`src/rtl/irrigation_event_logger.sv`:
```
// Timestamped event logger for smart_irrigation: edge detection, pending flags,
// fixed-priority arbiter and a show-ahead FIFO drained through valid/ready.
module irrigation_event_logger #(
    parameter int NUM_USERS = 4,
    parameter int WIDTH     = 6,
    parameter int TS_WIDTH  = 16,
    parameter int DEPTH     = 8
) (
    input  logic                          clk,
    input  logic                          rst,
    input  logic                          clk_1hz,
    input  logic                          valve_on,
    input  logic [1:0]                    current_zone,
    input  logic [WIDTH-1:0]              usage_out,
    input  logic [NUM_USERS-1:0]          quota_exceeded,
    input  logic                          rain,
    output logic                          evt_valid,
    input  logic                          evt_ready,
    output logic [TS_WIDTH+3+2+WIDTH-1:0] evt_data,
    output logic [$clog2(DEPTH):0]        fifo_count,
    output logic [7:0]                    drop_count,
    output logic [TS_WIDTH-1:0]           seconds
);
    localparam int AW = $clog2(DEPTH);
    localparam int CW = AW + 1;
    localparam int EW = TS_WIDTH + 3 + 2 + WIDTH;
    localparam logic [CW-1:0] FULL = CW'(DEPTH);

    typedef enum logic [2:0] {
        EV_OPEN   = 3'd0,
        EV_CLOSE  = 3'd1,
        EV_QUOTA  = 3'd2,
        EV_RSTART = 3'd3,
        EV_REND   = 3'd4
    } evt_type_e;

    logic                 hz_s1_q, hz_s1_d, hz_s2_q, hz_s2_d, hz_s3_q, hz_s3_d;
    logic [TS_WIDTH-1:0]  seconds_q, seconds_d;
    logic                 prev_valve_q, prev_valve_d, prev_rain_q, prev_rain_d;
    logic [NUM_USERS-1:0] prev_quota_q, prev_quota_d;
    logic [1:0]           open_zone_q, open_zone_d;
    logic [NUM_USERS-1:0] quota_pend_q, quota_pend_d;
    logic                 close_pend_q, close_pend_d, open_pend_q, open_pend_d;
    logic                 rend_pend_q, rend_pend_d, rstart_pend_q, rstart_pend_d;
    logic [7:0]           drop_q, drop_d;
    logic [AW-1:0]        wr_ptr_q, wr_ptr_d, rd_ptr_q, rd_ptr_d;
    logic [CW-1:0]        count_q, count_d;
    logic [EW-1:0]        evt_data_q, evt_data_d;
    logic [EW-1:0]        mem_q [DEPTH];

    logic                 valve_rise, valve_fall, rain_rise, rain_fall;
    logic [NUM_USERS-1:0] quota_rise, quota_sel, quota_clr, quota_drop;
    logic                 close_clr, open_clr, rend_clr, rstart_clr;
    logic                 any_pend, push, pop;
    evt_type_e            win_type;
    logic [1:0]           win_zone;
    logic [EW-1:0]        wr_entry;
    logic [7:0]           n_drop;
    logic [8:0]           drop_sum;

    always_comb begin
        hz_s1_d = clk_1hz;
        hz_s2_d = hz_s1_q;
        hz_s3_d = hz_s2_q;
        seconds_d = seconds_q;
        if (hz_s2_q && !hz_s3_q) seconds_d = seconds_q + TS_WIDTH'(1);

        prev_valve_d = valve_on;
        prev_rain_d  = rain;
        prev_quota_d = quota_exceeded;
        valve_rise   = valve_on & ~prev_valve_q;
        valve_fall   = ~valve_on & prev_valve_q;
        rain_rise    = rain & ~prev_rain_q;
        rain_fall    = ~rain & prev_rain_q;
        quota_rise   = quota_exceeded & ~prev_quota_q;
        open_zone_d  = valve_rise ? current_zone : open_zone_q;

        pop      = (count_q != '0) && evt_ready;
        any_pend = (|quota_pend_q) | close_pend_q | open_pend_q | rend_pend_q | rstart_pend_q;
        push     = any_pend && ((count_q != FULL) || pop);

        win_type  = EV_OPEN;
        win_zone  = open_zone_q;
        quota_sel = '0;
        close_clr = 1'b0;
        open_clr  = 1'b0;
        rend_clr  = 1'b0;
        rstart_clr = 1'b0;
        if (|quota_pend_q) begin
            win_type = EV_QUOTA;
            // Descending scan so the lowest pending zone is the last to overwrite.
            for (int i = NUM_USERS - 1; i >= 0; i--) begin
                if (quota_pend_q[i]) begin
                    win_zone     = 2'(i);
                    quota_sel    = '0;
                    quota_sel[i] = 1'b1;
                end
            end
        end else if (close_pend_q) begin
            win_type  = EV_CLOSE;
            close_clr = push;
        end else if (open_pend_q) begin
            win_type = EV_OPEN;
            open_clr = push;
        end else if (rend_pend_q) begin
            win_type = EV_REND;
            win_zone = 2'd0;
            rend_clr = push;
        end else if (rstart_pend_q) begin
            win_type   = EV_RSTART;
            win_zone   = 2'd0;
            rstart_clr = push;
        end
        quota_clr = push ? quota_sel : '0;

        quota_pend_d  = (quota_pend_q & ~quota_clr) | quota_rise;
        close_pend_d  = (close_pend_q & ~close_clr) | valve_fall;
        open_pend_d   = (open_pend_q & ~open_clr) | valve_rise;
        rend_pend_d   = (rend_pend_q & ~rend_clr) | rain_fall;
        rstart_pend_d = (rstart_pend_q & ~rstart_clr) | rain_rise;

        // A flag cleared this cycle absorbs its new edge without a drop.
        quota_drop = quota_rise & quota_pend_q & ~quota_clr;
        n_drop = 8'(valve_fall & close_pend_q & ~close_clr)
               + 8'(valve_rise & open_pend_q & ~open_clr)
               + 8'(rain_fall & rend_pend_q & ~rend_clr)
               + 8'(rain_rise & rstart_pend_q & ~rstart_clr);
        for (int i = 0; i < NUM_USERS; i++) n_drop = n_drop + 8'(quota_drop[i]);
        drop_sum = {1'b0, drop_q} + {1'b0, n_drop};
        drop_d   = drop_sum[8] ? 8'hFF : drop_sum[7:0];

        wr_entry = {seconds_q, win_type, win_zone, usage_out};
        wr_ptr_d = push ? wr_ptr_q + AW'(1) : wr_ptr_q;
        rd_ptr_d = pop ? rd_ptr_q + AW'(1) : rd_ptr_q;
        count_d  = count_q;
        if (push && !pop) count_d = count_q + CW'(1);
        else if (!push && pop) count_d = count_q - CW'(1);

        // Head register: bypass the write when it lands on the next head slot.
        evt_data_d = evt_data_q;
        if (push && (wr_ptr_q == rd_ptr_d)) evt_data_d = wr_entry;
        else if (count_d != '0) evt_data_d = mem_q[rd_ptr_d];
    end

    always_ff @(posedge clk) begin
        if (push && !rst) mem_q[wr_ptr_q] <= wr_entry;
    end

    always_ff @(posedge clk) begin
        hz_s1_q      <= hz_s1_d;
        hz_s2_q      <= hz_s2_d;
        hz_s3_q      <= hz_s3_d;
        prev_valve_q <= prev_valve_d;
        prev_rain_q  <= prev_rain_d;
        prev_quota_q <= prev_quota_d;
        if (rst) begin
            seconds_q     <= '0;
            open_zone_q   <= '0;
            quota_pend_q  <= '0;
            close_pend_q  <= 1'b0;
            open_pend_q   <= 1'b0;
            rend_pend_q   <= 1'b0;
            rstart_pend_q <= 1'b0;
            drop_q        <= '0;
            wr_ptr_q      <= '0;
            rd_ptr_q      <= '0;
            count_q       <= '0;
            evt_data_q    <= '0;
        end else begin
            seconds_q     <= seconds_d;
            open_zone_q   <= open_zone_d;
            quota_pend_q  <= quota_pend_d;
            close_pend_q  <= close_pend_d;
            open_pend_q   <= open_pend_d;
            rend_pend_q   <= rend_pend_d;
            rstart_pend_q <= rstart_pend_d;
            drop_q        <= drop_d;
            wr_ptr_q      <= wr_ptr_d;
            rd_ptr_q      <= rd_ptr_d;
            count_q       <= count_d;
            evt_data_q    <= evt_data_d;
        end
    end

    assign evt_valid  = (count_q != '0);
    assign evt_data   = evt_data_q;
    assign fifo_count = count_q;
    assign drop_count = drop_q;
    assign seconds    = seconds_q;
endmodule

```
`config.mk`:
```
export PLATFORM = sky130hd
export DESIGN_NAME = irrigation_event_logger
export DESIGN_NICKNAME = d
export VERILOG_FILES = /design/src/rtl/irrigation_event_logger.sv
export SDC_FILE = /design/constraint.sdc
export NUM_CORES = 1
export LEC_CHECK = 0
export CAP_MARGIN = 10
export CORE_AREA = 2 2 130 157
export CTS_CLUSTER_DIAMETER = 40
export CTS_CLUSTER_SIZE = 25
export DETAILED_ROUTE_END_ITERATION = 7
export DIE_AREA = 0 0 132 159
export PLACE_DENSITY_LB_ADDON = 0.2
export SLEW_MARGIN = 30
export SYNTH_ARGS = -nofsm -noshare
export SYNTH_HDL_FRONTEND = slang
export SYNTH_SLANG_ARGS = --single-unit
```
`constraint.sdc`:
```
create_clock -name clk -period 11.9 [get_ports clk]
set_input_delay 1.19 -clock clk [delete_from_list [all_inputs] [get_ports clk]]
set_output_delay 1.19 -clock clk [all_outputs]
set_load 0.01 [all_outputs]
```
==> results of run 1 <==
per-layer routing:
metal  wire, um  part of all wire
met3       2390             0.081
met2      15000              0.51
met1      11500              0.39
met5          0                 0
met4        629             0.021
stage by stage:
step                      power [mW]  area (um2)
after CTS                       3.19       14300
final                           3.20       14300
after global routing            3.32       14300
after detailed placement        2.20       13200
after floorplan                 1.88       12200
after global placement          2.17       13200
power by group:
group	leakage (nW)	switching, mW	internal [mW]
sequential	2.66	0.0480	1.18
combinational	1.72	0.628	0.350
clock	0.527	0.456	0.535
cell usage after synthesis (6+ instances only):
cell type / count
buf_6: 7
o21ai_1: 38
nand2b_1: 10
ha_1: 12
xor2_1: 16
mux2i_1: 13
o21ai_0: 31
a211oi_1: 27
edfxtp_1: 216
buf_1: 9
nand2_1: 53
and3_1: 8
o221ai_1: 27
o22ai_1: 52
dfxtp_1: 80
a21oi_1: 49
nand3_1: 9
or3_1: 6
nor2b_1: 9
nor3_1: 13
clkbuf_1: 39
nor2_1: 162
nor4_1: 28
inv_1: 14
how the worst max path moves through the flow:
stage	startpoint	end	slack [ns]	cells past startpoint
finish	evt_ready	drop_count[3]$_SDFF_PP0_	5.36	21
global route	evt_ready	drop_count[3]$_SDFF_PP0_	4.87	21
CTS	evt_ready	drop_count[1]$_SDFF_PP0_	5.39	21
detailed placement	evt_ready	drop_count[1]$_SDFF_PP0_	4.81	21
global placement	evt_ready	drop_count[1]$_SDFF_PP0_	5.02	21
floorplan	evt_ready	drop_count[0]$_SDFF_PP0_	6.15	21
flip-flops by register name, indices dropped and copies added (netlist names):
register / flops
mem_q: 216
evt_data: 27
seconds: 16
drop_count: 8
fifo_count: 4
prev_quota_q: 4
quota_pend_q: 4
rd_ptr_q: 3
wr_ptr_q: 3
open_zone_q: 2
close_pend_q: 1
hz_s1_q: 1
hz_s2_q: 1
hz_s3_q: 1
open_pend_q: 1
prev_rain_q: 1
prev_valve_q: 1
rend_pend_q: 1
rstart_pend_q: 1
logic make-up (layout without fill, tap and decap cells):
group / count (synthesis) / after routing
adder cells (fa/ha/maj): 17 / 17
AND/OR/NAND/NOR: 324 / 324
AO/OA/AOI/OAI: 251 / 251
flip-flops: 296 / 296
multiplexers: 16 / 16
buffers and inverters: 77 / 167
XOR/XNOR: 22 / 22
critical path: cells and delay by family:
family	cells	cell delay (ns)
compound gates	3	0.67
fa+ha+maj	6	2.74
buf+inv	5	1.12
simple gates	7	1.29
cell type report:
cell class,instances,area (um2)
clock buffer,32,779
clock inverter,26,323
fill,1278,5060
inverter,16,60.1
multi-input combinational,630,3870
sequential,296,8090
tap,261,327
timing repair buffer,93,896
==> results.json, run 1 <==
{
  "synthAdderAreaFrac": 0.0205,
  "timing.rr.end": "drop_count[3]$_SDFF_PP0_",
  "wire_per_inst_um": 21.8,
  "dieArea_mm2": 0.0210,
  "path_class": "in2reg",
  "clk_latency_ns": 0.57,
  "cts-buffers-inserted": 31,
  "path_clk_slew_ns": 0.07,
  "dr.first_iter.drc_count": 838,
  "final_common_cell": "edfxtp_1",
  "dp.cells": 1295,
  "place_ws_ns": 4.81,
  "reg2reg_depth": 22,
  "min_period_over_period": 0.550,
  "drt-pass1-iter-count": 5,
  "fin_nets": 1103,
  "via_count": 8506,
  "p_leak_nw": 4.91,
  "synth_top_family_by_area": "compound AO/OA/AOI/OAI gates",
  "min_period_ns": 6.54,
  "hold_end": "hz_s2_q$_DFF_P_",
  "min_path_type": "reg2reg",
  "drt_wl_total_um": 29500,
  "instances_no_fill": 1354,
  "synth.top_cell.area_share": 0.532,
  "hp-start": "hz_s1_q$_DFF_P_",
  "start_kind": "input port",
  "synthMuxAreaShare": 0.0134,
  "synth-edff-count": 216,
  "grt_busiest_layer": "met2",
  "synth.largest_area_cell": "edfxtp_1",
  "r2r-start": "fifo_count[0]$_SDFF_PP0_",
  "crit_chain": "clkdlybuf4s50_1 -> inv_1 -> and3_1 -> nand2b_1 -> o41ai_1 -> nor2_1 -> fa_1 -> inv_1 -> fa_1 -> fa_1 -> inv_1 -> ha_1 -> fa_1 -> inv_1 -> fa_1 -> nor2b_1 -> o21ai_0 -> nand2b_1 -> and2_1 -> nand4_1 -> a21oi_1",
  "initial_core_util": 0.628,
  "vdd_drop_max_mv": 0.179,
  "slowest_delay_ns": 0.70,
  "clk_path_buf_depth": 3,
  "finalHoldViolations": 0,
  "post-route-util": 0.739,
  "antenna_left": 0,
  "clock_sinks": 296,
  "viasPerCell": 6.28,
  "worst_ep_arrival_time_ns": 7.03,
  "track_usage": 0.275,
  "antenna_found_initial": 0,
  "rsz0062_at_grt": "false",
  "io_buffers": 73,
  "syn_avg_cell_area_um2": 12.2,
  "core_area_mm2": 0.0194,
  "dp_hpwl_um": 15700,
  "synth-simple-area-share": 0.125,
  "synthArstFlopShare": 0,
  "met2_usage": 0.485,
  "cap_violations": 0,
  "area_growth_pct": 17.6,
  "relSlewSlack": 0.332,
  "use_met3": 0.0465,
  "overflow": 0,
  "worstMarginPinSlew_ns": 0.982,
  "slowest_stage": "clkdlybuf4s50_1",
  "final_cell_mix": "edfxtp_1 (216), nor2_1 (161), dfxtp_1 (79)",
  "synth_area_leaders": "edfxtp_1 (53%), dfxtp_1 (13%), nor2_1 (5.0%)",
  "grt_use_met1": 0.350,
  "ys_ff_latch": 296,
  "synth_xor_area_frac": 0.0169,
  "grt_pass1_wl_um": 45300,
  "synth_compound_area_frac": 0.132,
  "die_h_um": 159,
  "cp-end-kind": "register",
  "cts-root-buf": "clkbuf_16",
  "num_io_pins": 74,
  "rrSetupSlack_ns": 5.95,
  "synthFlopType": "edfxtp_1",
  "critPathMaxFanout": 12,
  "rows": 56,
  "final_layout_size_suffix_gt1_frac": 0.102,
  "ys_warn_count": 0,
  "clock.fmax_ghz": 0.153,
  "cts_resized": 0,
  "cts_tree": "built",
  "slew_violations": 0,
  "synth.distinct_cells": 64,
  "run_status": "completed",
  "p_per_area_mw_per_mm2": 223,
  "synth_nets": 1038,
  "diodes": 0,
  "path_common_cell": "fa_1",
  "gp_congestion": 0.795,
  "die_w_um": 132,
  "synthCells": 1003,
  "fin_worst_skew_ns": 0.0322,
  "grt_max_degree": 57,
  "drc_errors": 0,
  "first_global_vias": 8579,
  "tns_ns": 0,
  "htreeDepth": 1,
  "ys_seq_area_frac": 0.663,
  "cp.required_ns": 12.38,
  "syn_area_mm2": 0.0122,
  "setup_slack_ns": 5.36,
  "post-cts-setup-buffers": 0,
  "hold_slack_ns": 0.330,
  "setup_viol": 0,
  "hold_path_depth": 0,
  "cts_hold_buf": 0
}
Power figures use the tool's default switching activity.
==> inputs of run 2 (changes only) <==
--- a/config.mk
+++ b/config.mk
@@ -6,11 +6,11 @@
 export NUM_CORES = 1
 export LEC_CHECK = 0
 export CAP_MARGIN = 10
-export CORE_AREA = 2 2 130 157
+export CORE_AREA = 2 2 142 172
 export CTS_CLUSTER_DIAMETER = 40
 export CTS_CLUSTER_SIZE = 25
 export DETAILED_ROUTE_END_ITERATION = 7
-export DIE_AREA = 0 0 132 159
+export DIE_AREA = 0 0 144 174
 export PLACE_DENSITY_LB_ADDON = 0.2
 export SLEW_MARGIN = 30
 export SYNTH_ARGS = -nofsm -noshare
==> constraint.sdc (replaced) <==
create_clock -name clk -period 5.7 [get_ports clk]
set_input_delay 0.57 -clock clk [delete_from_list [all_inputs] [get_ports clk]]
set_output_delay 0.57 -clock clk [all_outputs]
set_load 0.01 [all_outputs]
==> run 2 against run 1 <==
Net effect: clock power grew 130%; highest routed layer unchanged; sequential share of layout area shrank 1.4 points; via count shrank 0.74%; critical path type is now reg2reg; flip-flop and latch count is the same; clock skew shrank 0.012 ns; final cell count grew 6.1%; die area grew 19%; clock-buffer cell count grew 9; critical endpoint is now drop_count[1]$_SDFF_PP0_; design area grew 2.6%; utilization shrank 11 points.
==> results.json, run 2 (synthesis gave the netlist of run 1 again) <==
{
  "crit_start": "fifo_count[0]$_SDFF_PP0_",
  "area_growth_pct": 20.7,
  "fin_nets": 1126,
  "switchingPower_mw": 2.30,
  "core_area_mm2": 0.0235,
  "worst_ep_arrival_time_ns": 5.80,
  "drc_errors": 0,
  "post-route-util": 0.626,
  "initial_core_util": 0.519,
  "setup_slack_ns": 0.318,
  "grt_max_degree": 56,
  "critPathBufInv": 4,
  "hold_slack_ns": 0.328,
  "num_io_pins": 74,
  "viasPerCell": 5.88,
  "cts_tree": "built",
  "path_delay_family": "adder cells",
  "place_ws_ns": -0.153,
  "clk_path_buf_depth": 3,
  "p_leak_nw": 5.08,
  "dp.cells": 1371,
  "largest_reg_flops": 216,
  "grt_pass1_wl_um": 46200,
  "io_buffers": 73,
  "first_global_vias": 8546,
  "min_period_ns": 5.38,
  "wire_per_inst_um": 20.6,
  "postPlaceCellArea_mm2": 0.0134,
  "final_layout_size_suffix_gt1_frac": 0.127,
  "overflow": 0,
  "start_kind": "register",
  "cp-end-kind": "register",
  "cts-root-buf": "clkbuf_16",
  "finalHoldViolations": 0,
  "cap_violations": 0,
  "hp-start": "hz_s1_q$_DFF_P_",
  "via_count": 8443,
  "antenna_found_initial": 0,
  "rsz0062_at_grt": "false",
  "p_int_mw": 4.59,
  "cts_hold_buf": 0,
  "fin_area_mm2": 0.0147,
  "dr.first_iter.drc_count": 725,
  "die_w_um": 144,
  "rows": 62,
  "final_cell_mix": "edfxtp_1 (216), nor2_1 (161), dfxtp_1 (78)",
  "track_usage": 0.240,
  "path_clk_slew_ns": 0.06,
  "antenna_left": 0,
  "cp.required_ns": 6.12,
  "slowest_delay_ns": 0.55,
  "gp_congestion": 0.849,
  "min_period_over_period": 0.944,
  "min_path_type": "reg2reg",
  "critPathMaxFanout": 5,
  "run_status": "completed",
  "drt_wl_total_um": 29500,
  "relSlewSlack": 0.355,
  "dieArea_mm2": 0.0251,
  "clock_power_share": 0.327,
  "fin_worst_skew_ns": 0.0205,
  "slowest_stage": "fa_1",
  "diodes": 0,
  "r2r-start": "fifo_count[0]$_SDFF_PP0_",
  "clock_sinks": 296,
  "instances_no_fill": 1437,
  "setup_viol": 0,
  "tns_ns": 0,
  "swShare": 0.334,
  "seq_power_share": 0.373,
  "crit_chain": "inv_1 -> ha_2 -> nor2b_2 -> and3_1 -> nand2b_4 -> o41ai_4 -> nor2_1 -> fa_1 -> inv_1 -> fa_1 -> fa_1 -> inv_1 -> ha_1 -> fa_1 -> inv_1 -> fa_2 -> nor2b_1 -> o21ai_1 -> nand2b_1 -> and2_4 -> nand4_1 -> a21oi_1",
  "slew_violations": 0,
  "largest_register": "mem_q",
  "dp_hpwl_um": 16400,
  "vdd_drop_max_mv": 0.362,
  "path_class": "reg2reg",
  "power_mw": 6.90,
  "die_h_um": 174,
  "cts-buffers-inserted": 34,
  "drt-pass1-iter-count": 5,
  "worstMarginPinSlew_ns": 0.965,
  "htreeDepth": 2,
  "final_common_cell": "edfxtp_1",
  "p_per_area_mw_per_mm2": 469,
  "clk_latency_ns": 0.51,
  "combPwrFrac": 0.301,
  "clock.fmax_ghz": 0.186
}
run 2: worst reg2reg max path, cell delays in order (launching register included):
cell,delay (ns)
dfxtp_1,0.32
inv_1,0.07
ha_2,0.22
nor2b_2,0.18
and3_1,0.22
nand2b_4,0.17
o41ai_4,0.30
nor2_1,0.10
fa_1,0.49
inv_1,0.05
fa_1,0.50
fa_1,0.55
inv_1,0.04
ha_1,0.22
fa_1,0.53
inv_1,0.07
fa_2,0.37
nor2b_1,0.12
o21ai_1,0.08
nand2b_1,0.10
and2_4,0.15
nand4_1,0.25
a21oi_1,0.22
run 2: worst paths after layout:
| kind | depth (start not counted) | endpoint | slack [ns] |
|---|---|---|---|
| max | 22 | drop_count[1]$_SDFF_PP0_ | 0.32 |
| min | 0 | hz_s2_q$_DFF_P_ | 0.33 |
| max reg2reg | 22 | drop_count[1]$_SDFF_PP0_ | 0.32 |
| min reg2reg | 0 | hz_s2_q$_DFF_P_ | 0.33 |
run 2: power by group through the flow:
stage / Clock [mW] / Combinational [mW] / Sequential, mW
after floorplan: 0 / 1.29 / 2.63
after global placement: 0 / 2.00 / 2.61
after detailed placement: 0 / 2.06 / 2.61
after CTS: 2.28 / 2.07 / 2.57
after global routing: 2.37 / 2.26 / 2.59
final: 2.25 / 2.07 / 2.57
run 2: final cells by class:
| class | instances | area (um2) |
|---|---|---|
| timing repair buffer | 113 | 1060 |
| fill | 1816 | 8790 |
| clock buffer | 41 | 951 |
| multi-input combinational | 630 | 3910 |
| sequential | 296 | 8090 |
| tap | 320 | 400 |
| clock inverter | 21 | 236 |
| inverter | 16 | 60.1 |
run 2: layer usage:
layer | GRT usage | share of wire | vias up
met1 | 0.312 | 0.41 | 4148
met2 | 0.404 | 0.49 | 276
li1 | - | - | 3954
met4 | 0.0772 | 0.027 | 0
met3 | 0.0482 | 0.068 | 65
met5 | 0 | 0 | -
run 2: timing repair:
action / CTS / global route
endpoints found under the setup margin: 0 / 8
buffers inserted: 0 / 3
gates resized for setup: 0 / 12
==> inputs of run 3 (changes only) <==
--- a/config.mk
+++ b/config.mk
@@ -8,7 +8,6 @@
 export CAP_MARGIN = 10
 export CORE_AREA = 2 2 142 172
 export CTS_CLUSTER_DIAMETER = 40
-export CTS_CLUSTER_SIZE = 25
 export DETAILED_ROUTE_END_ITERATION = 7
 export DIE_AREA = 0 0 144 174
 export PLACE_DENSITY_LB_ADDON = 0.2
==> run 3 against run 2 <==
Net effect: utilization is 0.15 points lower; clock-buffer cell count is 2 higher; critical path depth stayed put; non-clock buffer count stayed put; global-route usage is 0.096 points higher; final cell count hardly changed; sequential power hardly changed; critical path type unchanged; largest power group unchanged.
==> results.json, run 3 (synthesis gave the netlist of run 1 again) <==
{
  "initial_core_util": 0.519,
  "path_class": "reg2reg",
  "cts_tree": "built",
  "io_buffers": 73,
  "viasPerCell": 5.86,
  "antenna_found_initial": 0,
  "htreeDepth": 2,
  "antenna_left": 0,
  "clock.fmax_ghz": 0.186,
  "cts-buffers-inserted": 35,
  "wire_per_inst_um": 20.5,
  "worst_ep_arrival_time_ns": 5.81,
  "place_ws_ns": -0.153,
  "path_clk_slew_ns": 0.06,
  "overflow": 0,
  "clk_path_buf_depth": 3,
  "setup_slack_ns": 0.318,
  "cts-root-buf": "clkbuf_16",
  "clk_latency_ns": 0.51,
  "largest_reg_flops": 216,
  "min_period_ns": 5.38,
  "clock_sinks": 296,
  "dp.cells": 1371,
  "relSlewSlack": 0.347,
  "dieArea_mm2": 0.0251,
  "dr.first_iter.drc_count": 605,
  "die_h_um": 174,
  "grt_max_degree": 56,
  "start_kind": "register",
  "vdd_drop_max_mv": 0.365,
  "largest_register": "mem_q",
  "drc_errors": 0,
  "final_layout_size_suffix_gt1_frac": 0.124,
  "cap_violations": 0,
  "p_leak_nw": 5.08,
  "min_period_over_period": 0.944,
  "cp-end-kind": "register",
  "gp_congestion": 0.849,
  "slew_violations": 0,
  "power_mw": 6.85,
  "cp.required_ns": 6.12,
  "min_path_type": "reg2reg",
  "post-route-util": 0.624,
  "fin_nets": 1127,
  "rows": 62,
  "via_count": 8428,
  "final_cell_mix": "edfxtp_1 (216), nor2_1 (161), dfxtp_1 (79)",
  "drt-pass1-iter-count": 6,
  "grt_pass1_wl_um": 46300,
  "num_io_pins": 74,
  "die_w_um": 144,
  "core_area_mm2": 0.0235,
  "p_per_area_mw_per_mm2": 466,
  "final_common_cell": "edfxtp_1",
  "area_growth_pct": 20.4,
  "first_global_vias": 8616,
  "run_status": "completed",
  "dp_hpwl_um": 16400,
  "drt_wl_total_um": 29500,
  "worstMarginPinSlew_ns": 0.977,
  "critPathMaxFanout": 5,
  "fin_worst_skew_ns": 0.0159,
  "hold_slack_ns": 0.327,
  "diodes": 0,
  "track_usage": 0.241,
  "instances_no_fill": 1438,
  "finalHoldViolations": 0,
  "setup_viol": 0
}
## run 3: cell count changes in the layout (fill, tap and decap cells not counted), moves of 2 or more
| cell | previous run | this run |
|---|---|---|
| clkinv_2 | 3 | 9 |
| clkbuf_1 | 3 | 5 |
| inv_6 | 6 | 3 |
| clkinvlp_4 | 4 | 0 |
## run 3: layout make-up
| type | count | area [um2] |
|---|---|---|
| Clock buffer | 43 | 958 |
| Clock inverter | 20 | 195 |
| Fill cell | 1814 | 8830 |
| Inverter | 16 | 60.1 |
| Multi-Input combinational cell | 630 | 3910 |
| Sequential cell | 296 | 8090 |
| Tap cell | 320 | 400 |
| Timing Repair Buffer | 113 | 1060 |
## run 3: final timing paths
path / start / slack (ns) / cells past startpoint / endpoint
hold / removal: hz_s1_q$_DFF_P_ / 0.33 / 0 / hz_s2_q$_DFF_P_
hold reg to reg: hz_s1_q$_DFF_P_ / 0.33 / 0 / hz_s2_q$_DFF_P_
setup / recovery: fifo_count[0]$_SDFF_PP0_ / 0.32 / 22 / drop_count[1]$_SDFF_PP0_
setup reg to reg: fifo_count[0]$_SDFF_PP0_ / 0.32 / 22 / drop_count[1]$_SDFF_PP0_
## run 3: power breakdown
group          internal, mW  switching (mW)
Combinational         0.768            1.30
Sequential             2.47           0.102
Clock                  1.34           0.860
Total                  4.58            2.27
## run 3: layer usage
layer / GRT usage / up-vias / part of all wire / wire length, um
met4: 0.0825 / 0 / 0.028 / 818
met5: 0 / - / 0 / 0
met2: 0.406 / 285 / 0.50 / 14700
li1: - / 3961 / - / -
met3: 0.0433 / 55 / 0.060 / 1770
met1: 0.314 / 4127 / 0.41 / 12200
## run 3: critical path, stage by stage (launching register included)
cell and delay, ns:
dfxtp_1 0.33, inv_1 0.07, ha_2 0.22, nor2b_2 0.18, and3_1 0.22, nand2b_4 0.17
o41ai_4 0.30, nor2_1 0.10, fa_1 0.49, inv_1 0.05, fa_1 0.50, fa_1 0.55
inv_1 0.04, ha_1 0.22, fa_1 0.53, inv_1 0.07, fa_2 0.37, nor2b_1 0.12
o21ai_1 0.07, nand2b_1 0.09, and2_4 0.15, nand4_1 0.25, a21oi_1 0.22
## run 3: metrics by stage
stage	area, um2	setup TNS, ns
finish	14700	0
global route	14700	-0.00433
CTS	14600	0
detailed placement	13400	-0.711
global placement	13400	-0.132
floorplan	12200	0
## run 3: timing repair
item / in CTS / in global routing
setup buffers: 0 / 3
resized for setup: 0 / 11
setup endpoints to repair: 0 / 8
hold buffers: 0 / 0
==> patch (flow settings as in run 2) <==
Change the parameter `TS_WIDTH` from 16 to 14.
--- a/src/rtl/irrigation_event_logger.sv
+++ b/src/rtl/irrigation_event_logger.sv
@@ -3,7 +3,7 @@
 module irrigation_event_logger #(
     parameter int NUM_USERS = 4,
     parameter int WIDTH     = 6,
-    parameter int TS_WIDTH  = 16,
+    parameter int TS_WIDTH  = 14,
     parameter int DEPTH     = 8
 ) (
     input  logic                          clk,
Ports: changed (resized evt_data and seconds); port bits go from 74 to 70. The function was not compared with the original's and may differ.
==> patch against run 2 <==
Sequential cell count decreased by 20. Routed wire length decreased by 11%. Worst setup slack worse by 13 ps. Critical path depth grew 2. Total power shrank 1.1%. Cell area down 7.2%. Critical endpoint is now drop_count[6]$_SDFF_PP0_. Core utilization is 4.5 points lower. Area after synthesis fell by 6.0%. Synthesized cell count shrank 7.1%. Hold slack gained 8.7 ps.
==> patch: results (changes against run 2) <==
post-synthesis sequential area ratio=65.7% (was 66.3%); Signal buf overhead=6.63% (was 7.22%); inverter count=13 (was 16); top cells by instance count after synthesis=200 x edfxtp_1, 199 x nand2_1, 76 x dfxtp_1, 52 x nand3_1, 40 x nor2_1 (was 216 x edfxtp_1, 162 x nor2_1, 80 x dfxtp_1, 53 x nand2_1, 52 x o22ai_1); Worst Tran Pin Value=986 ps (was 965 ps); synth unique cells=61 (was 64); Reg area=0.00753 sq mm (was 0.00809 sq mm); synthesized instance count=932 (was 1,003); number of DRC violations after detailed routing=0 (unchanged); GPL Wtd Cong=0.772 (was 0.849); vias in the first global route=7,368 (was 8,546); met3 wire length=1460 um (was 2000 um); WL met2=13,100 um (was 14,600 um); r2r worst-path depth=24 (was 22); Avg WL per Cell=19.4 um (was 20.6 um); vias=7,518 (was 8,443); P_leak=4.75 nW (was 5.08 nW); PostCTS Resize Cnt=0 (unchanged); worst setup path end=drop_count[6]$_SDFF_PP0_ (was drop_count[1]$_SDFF_PP0_); pin count of the biggest net entering global routing=76 (was 56); PortBufs=69 (was 73); P_clk=1.96 mW (was 2.25 mW); layout cells sized above 1=13.9% (was 12.7%); Critical Path Slowest Stage Cell=fa_1 (unchanged); Clk Latency, worst-skew pair=560 ps (was 510 ps); #FFs+latches synth=276 (was 296); clock skew=18.7 ps (was 20.5 ps); met1 Track Usage GR=28.3% (was 31.2%); fill cell total of the finished layout=1,940 (was 1,816); H-tree levels=1 (was 2); area of the multi-input gates=0.00374 sq mm (was 0.00391 sq mm); pre-CTS setup slack=-226 ps (was -153 ps); Placed Cells incl. Taps=1,296 (was 1,371); clock network area share=7.59% (was 8.07%); nets@finish=1,045 (was 1,126); EDFF count, synth=200 (was 216); status=finished, final reports clean (unchanged); initial drt markers=562 (was 725); M3 GR Usage=3.09% (was 4.82%); Critical R2R Launch=fifo_count[1]$_SDFF_PP0_ (was fifo_count[0]$_SDFF_PP0_); first-pass GRT wire length=40,900 um (was 46,200 um); DP HPWL=14,100 um (was 16,400 um); CTS buffer count=30 (was 34); drt first pass iters=4 (was 5); combinational power share=35.7% (was 30.1%); GRT met2 Usage=35.8% (was 40.4%); max reg flops=200 (was 216); switch share=36.6% (was 33.4%); number of signal-net buffers in the layout=98 (was 113); post-route insts no fill=1,354 (was 1,437); worst vdd ir=394 uV (was 362 uV); Multi-Input Combinational=591 (was 630); clock buf count=34 (was 41); initial antenna violation count=0 (unchanged); main area contributors after synthesis=edfxtp_1 52%, dfxtp_1 13%, nand2_1 6.5% (was edfxtp_1 53%, dfxtp_1 13%, nor2_1 5.0%); GRT Overall Usage=21.1% (was 24.0%); Mapped Nets=967 (was 1,038); M1 WL=11,200 um (was 12,200 um); fmax=0.185 GHz (was 0.186 GHz)
==> patch: cell count changes in the layout (fill, tap and decap cells not counted), sizes merged, moves of 25 or more <==
cell | run 2 | this run
a21oi | 49 | 23
a32oi | 0 | 25
nand2 | 53 | 200
nor2 | 164 | 42
o22ai | 52 | 1
nand3 | 9 | 52
o221ai | 27 | 0
o21ai | 70 | 16
nand4 | 2 | 30
==> patch: how the worst min path moves through the flow <==
| stage | startpoint | end | slack [ps] | cells past startpoint |
|---|---|---|---|---|
| after floorplan | hz_s1_q$_DFF_P_ | hz_s2_q$_DFF_P_ | 310 | 0 |
| after global placement | hz_s1_q$_DFF_P_ | hz_s2_q$_DFF_P_ | 310 | 0 |
| after detailed placement | hz_s1_q$_DFF_P_ | hz_s2_q$_DFF_P_ | 320 | 0 |
| after CTS | hz_s1_q$_DFF_P_ | hz_s2_q$_DFF_P_ | 340 | 0 |
| after global routing | hz_s1_q$_DFF_P_ | hz_s2_q$_DFF_P_ | 360 | 0 |
| final | hz_s1_q$_DFF_P_ | hz_s2_q$_DFF_P_ | 340 | 0 |
==> patch: kinds of logic after synthesis <==
| kind of cell | count (synthesis) | synth area share, % |
|---|---|---|
| buffers and inverters | 65 | 2.74 |
| AND/OR/NAND/NOR | 419 | 17.2 |
| flip-flops | 276 | 65.7 |
| multiplexers | 28 | 2.45 |
| AO/OA/AOI/OAI | 109 | 8.36 |
| XOR/XNOR | 18 | 1.38 |
| adder cells (fa/ha/maj) | 17 | 2.18 |
==> patch: per-stage QoR <==
step / total power [mW] / area [sq um] / setup TNS [ps]
finish: 6.82 / 13700 / 0
CTS: 6.85 / 13600 / 0
global placement: 4.86 / 12600 / -954
detailed placement: 4.89 / 12600 / -1460
global route: 7.16 / 13700 / -59.6
floorplan: 4.18 / 11500 / 0
